## config.mk

```make
export PLATFORM = sky130hd
export DESIGN_NAME = fe_pc_sequencer
export DESIGN_NICKNAME = d
export VERILOG_FILES = /design/src/rtl/fe_pc_sequencer.sv
export SDC_FILE = /design/constraint.sdc
export NUM_CORES = 1
export LEC_CHECK = 0
export CAP_MARGIN = 10
export CORE_MARGIN = 2
export CORE_UTILIZATION = 46
export CTS_CLUSTER_SIZE = 20
export DETAILED_ROUTE_END_ITERATION = 10
export PLACE_DENSITY = 0.8
export RECOVER_POWER = 50
export SYNTH_ARGS = -nofsm -noshare
export SYNTH_HDL_FRONTEND = slang
export SYNTH_SLANG_ARGS = --single-unit
```

## constraint.sdc

```tcl
create_clock -name clk -period 4.85 [get_ports clk]
set_input_delay 1.2125 -clock clk [delete_from_list [all_inputs] [get_ports clk]]
set_output_delay 1.2125 -clock clk [all_outputs]
set_load 0.03 [all_outputs]
```

## src/rtl/fe_pc_sequencer.sv

```systemverilog
// Front-end PC sequencer: owns the fetch PC and arbitrates stall, branch/trap
// redirect and halt requests, with redirect bubbles and debug counters.
module fe_pc_sequencer #(
  parameter int unsigned     DBITS            = 32,
  parameter int unsigned     INSTSIZE         = 4,
  parameter logic [DBITS-1:0] STARTPC         = DBITS'(32'h100),
  parameter int unsigned     REDIRECT_BUBBLES = 1
) (
  input  logic             clk,
  input  logic             reset,
  input  logic             de_stall,
  input  logic             agex_br_valid,
  input  logic [DBITS-1:0] agex_br_target,
  input  logic             wb_trap_valid,
  input  logic [DBITS-1:0] wb_trap_target,
  input  logic             wb_halt,
  output logic [DBITS-1:0] pc_out,
  output logic [DBITS-1:0] pc_plus_out,
  output logic             fetch_valid,
  output logic             fe_flush,
  output logic [DBITS-1:0] inst_count,
  output logic [DBITS-1:0] redirect_count,
  output logic             misalign_err,
  output logic [1:0]       state_out
);

  localparam int unsigned BUB_W = 3;
  localparam logic [DBITS-1:0] OFF_MASK = DBITS'(INSTSIZE - 1);
  localparam logic [DBITS-1:0] INC      = DBITS'(INSTSIZE);
  localparam logic [BUB_W-1:0] BUB_INIT = BUB_W'(REDIRECT_BUBBLES);

  typedef enum logic [1:0] {
    S_RUN    = 2'd0,
    S_STALL  = 2'd1,
    S_BUBBLE = 2'd2,
    S_HALT   = 2'd3
  } state_t;

  state_t           state_q, state_d;
  logic [DBITS-1:0] pc_q, pc_d;
  logic [DBITS-1:0] inst_q, inst_d;
  logic [DBITS-1:0] redir_q, redir_d;
  logic             flush_q, flush_d;
  logic             mis_q, mis_d;
  logic [BUB_W-1:0] bub_q, bub_d;

  logic             redirect_req;
  logic [DBITS-1:0] redirect_tgt;

  // Trap beats branch when both arrive together; only one redirect is taken.
  assign redirect_req = wb_trap_valid | agex_br_valid;
  assign redirect_tgt = wb_trap_valid ? wb_trap_target : agex_br_target;

  // Next-state and register update decisions
  always_comb begin
    state_d = state_q;
    pc_d    = pc_q;
    inst_d  = inst_q;
    redir_d = redir_q;
    flush_d = 1'b0;
    mis_d   = mis_q;
    bub_d   = bub_q;
    case (state_q)
      S_HALT: begin
        state_d = S_HALT;
      end
      default: begin
        if (wb_halt) begin
          state_d = S_HALT;
        end else if (redirect_req) begin
          pc_d    = redirect_tgt & ~OFF_MASK;
          mis_d   = mis_q | (|(redirect_tgt & OFF_MASK));
          flush_d = 1'b1;
          redir_d = (redir_q == '1) ? redir_q : redir_q + DBITS'(1);
          if (REDIRECT_BUBBLES > 0) begin
            state_d = S_BUBBLE;
            bub_d   = BUB_INIT;
          end else begin
            state_d = S_RUN;
          end
        end else if (state_q == S_BUBBLE) begin
          bub_d = bub_q - BUB_W'(1);
          if (bub_q <= BUB_W'(1)) begin
            state_d = de_stall ? S_STALL : S_RUN;
          end
        end else if (de_stall) begin
          state_d = S_STALL;
        end else begin
          pc_d    = pc_q + INC;
          inst_d  = inst_q + DBITS'(1);
          state_d = S_RUN;
        end
      end
    endcase
  end

  // State and datapath registers
  always_ff @(posedge clk or posedge reset) begin
    if (reset) begin
      state_q <= S_RUN;
      pc_q    <= STARTPC;
      inst_q  <= DBITS'(1);
      redir_q <= '0;
      flush_q <= 1'b0;
      mis_q   <= 1'b0;
      bub_q   <= '0;
    end else begin
      state_q <= state_d;
      pc_q    <= pc_d;
      inst_q  <= inst_d;
      redir_q <= redir_d;
      flush_q <= flush_d;
      mis_q   <= mis_d;
      bub_q   <= bub_d;
    end
  end

  assign pc_out         = pc_q;
  assign pc_plus_out    = pc_q + INC;
  assign fetch_valid    = ((state_q == S_RUN) || (state_q == S_STALL)) && !de_stall;
  assign fe_flush       = flush_q;
  assign inst_count     = inst_q;
  assign redirect_count = redir_q;
  assign misalign_err   = mis_q;
  assign state_out      = state_q;

endmodule
```

==> out/results.ini <==
[run_status]
status = finished with violations
violations = max-capacitance violations, max-slew violations

[setup_path]
max_stage_delay_ps = 680
reg2reg_from = redirect_count[8]
cp.required_ps = 3640
r2r_end = redirect_count[1]
worst-path-max-fanout = 10
crit_type = reg -> out
reg2reg_setup_slack_ps = 2220
crit_slowest_cell = clkdlybuf4s50_1
r2r_cells = 5
critPathArrivalTime_ps = 3070
crit_path_cell_trace = nand4_2 > or3_1 > or4_4 > xnor2_1 > clkdlybuf4s50_1
start_kind = register
endpoint_kind = output pin

[timing]
tns_ps = 0
rsz0062_at_grt = no
post-route-period-util_pct = 88.4
fmax_mhz = 233
hold_viol_final = 0
slew_violations = 46
setup_viol = 0
skew_ps = 6.55
slew_headroom_pct = -32.6
period_minus_slack_ps = 4290
tightest_slew_ps = 1980
hold_slack_ps = 458

[floorplanning]
ios = 203
dieArea_um2 = 13600
die_y_um = 117
floorplan.initialDensity_pct = 46.7
coreArea_um2 = 12500
std_cell_rows = 41
die_w_um = 117

[finish]
nets = 892
stdcell_area_um2 = 8280
drive_gt1_share_pct = 5.72
area_growth_pct = 41.7
final_cells = 994
final_common_cell = clkdlybuf4s50_1
layout_common_cells = clkdlybuf4s50_1, dfrtp_1, nand2_1
antennaDiodeCount = 0

[route]
first_pass_iters = 6
via_per_inst = 5.71
route.vias.total = 5672
drtIter0Drc = 448
antenna_left = 0
wl_per_cell_um = 17.7
drc_errors = 0
wl_um = 17600

[place]
dp_hpwl_um = 12800
dp_cells = 977
portBuffers = 198
gp_congestion = 0.916
place_area_um2 = 7960

[yosys]
synth_top_area_share_pct = 42.4
syn_area_um2 = 5840
synth_cells = 629
ys_seq_elements = 101
synth_area_leaders = dfrtp_1, xnor2_1, xor2_1
yosysTopAreaCell = dfrtp_1
yosysWarnings = 0
synthArstFlopShare_pct = 100
ys.flop_type = dfrtp_1
synth-edff-count = 0
ys_types = 64
syn_avg_cell_area_um2 = 9.29
yosysSeqAreaShare_pct = 43.3

[clocking]
cts.reportedPaths.clkPinSlew_ps = 70
cts_tree = yes
clockRootBuffer = clkbuf_16
post_cts_buffers = 0
cts.sinks = 101
cts_buffer_depth = 2
holdBufCountCts = 0
clk_latency_ps = 350
cts_resized = 0
cts_buffers = 9
htree_levels = 3

[min_path]
hp-class = reg -> reg
whs_endpoint = misalign_err
whs_path_depth = 1
min-delay-start = misalign_err

[grt]
grt_overflow = 0
grt_pass1_vias = 5498
track_usage_pct = 25.9
antenna_found_initial = 0
grt_max_degree = 91
grt_pass1_wl_um = 27700

[power]
vdd_drop_max_mv = 0.245
p_per_area_nw_per_um2 = 283
p_leak_nw = 3.53

[job]
cap_violations = 1

-- routing by layer --
| metal | GRT usage, % | share of wire, % | vias to the layer above |
|---|---|---|---|
| met4 | 8.86 | 2.9 | 0 |
| met1 | 33.9 | 42 | 2741 |
| met5 | 0 | 0 | - |
| li1 | - | - | 2635 |
| met3 | 4.41 | 6.7 | 39 |
| met2 | 43.5 | 49 | 257 |
-- worst max-delay path, delay by kind of cell (launching register included) --
family / cells / cell delay, ps
and+or+nand+nor: 3 / 1370
DFF: 1 / 540
xor gates and xnor gates: 1 / 140
buffers and inverters: 1 / 680
-- through the flow --
| step | power, W | setup WS [ps] | util, % |
|---|---|---|---|
| 6_report | 0.00234 | 563 | 66.2 |
| 5_1_grt | 0.00243 | 409 | 66.2 |
| 4_1_cts | 0.00236 | 569 | 66.2 |
| 3_5_place_dp | 0.00157 | 880 | 63.6 |
| 3_3_place_gp | 0.00156 | 916 | 63.6 |
| 2_1_floorplan | 0.00130 | 994 | - |
-- logic make-up (layout without fill, tap and decap cells) --
logic type | after synthesis | in the layout | share of synthesized area, %
mux | 7 | 7 | 1.26
buf+inv | 48 | 238 | 3.60
other cells | 1 | 4 | 0.0642
flops | 101 | 101 | 43.3
fa+ha+maj | 5 | 5 | 1.07
xor+xnor | 88 | 88 | 13.2
compound gates | 130 | 130 | 14.6
simple gates | 249 | 249 | 22.9
-- area by class of cell --
| cell class | instances | area [um2] |
|---|---|---|
| Clock buffer | 9 | 225 |
| Clock inverter | 7 | 97.6 |
| Fill cell | 1008 | 4240 |
| Inverter | 16 | 61.3 |
| Multi-Input combinational cell | 483 | 3120 |
| Sequential cell | 101 | 2530 |
| Tap cell | 172 | 215 |
| Timing Repair Buffer | 206 | 2030 |
-- worst max path at each step --
| stage | start | end | cells after the start | slack, ps |
|---|---|---|---|---|
| final | pc_out[9] | pc_plus_out[29] | 5 | 560 |
| after global placement | de_stall | fetch_valid | 3 | 920 |
| after global routing | pc_out[9] | pc_plus_out[29] | 5 | 410 |
| after detailed placement | de_stall | fetch_valid | 3 | 880 |
| after CTS | pc_out[9] | pc_plus_out[29] | 5 | 570 |
| after floorplan | reset | bub_q[0] | 1 | 990 |
-- cell usage after synthesis, drive strengths merged (5+ instances only) --
cell     count
a21oi       39
a2bb2oi      5
nand2       69
o21a         8
o22a         9
a31oi        8
and2         5
nand3       31
and3        14
o21ai       24
nor4        10
xnor2       58
clkbuf      23
dfrtp       99
nand2b       6
inv         15
nor2        36
o22ai       14
ha           5
nor3        15
xor2        30
buf          9
nand4       33
and4        14
-- report_power, final --
part / total, W / internal [W] / switching (W)
Clock: 0.000783 / 0.000455 / 0.000328
Combinational: 0.000583 / 0.000256 / 0.000327
Sequential: 0.000974 / 0.000890 / 0.0000841
-- flip-flops by register name, summed over array words and instances (netlist names) --
| signal | flops |
|---|---|
| fe_flush | 1 |
| pc_out | 30 |
| misalign_err | 1 |
| bub_q | 3 |
| state_out | 2 |
| redirect_count | 32 |
| inst_count | 32 |
No activity file was read; power rests on OpenSTA's default activity.
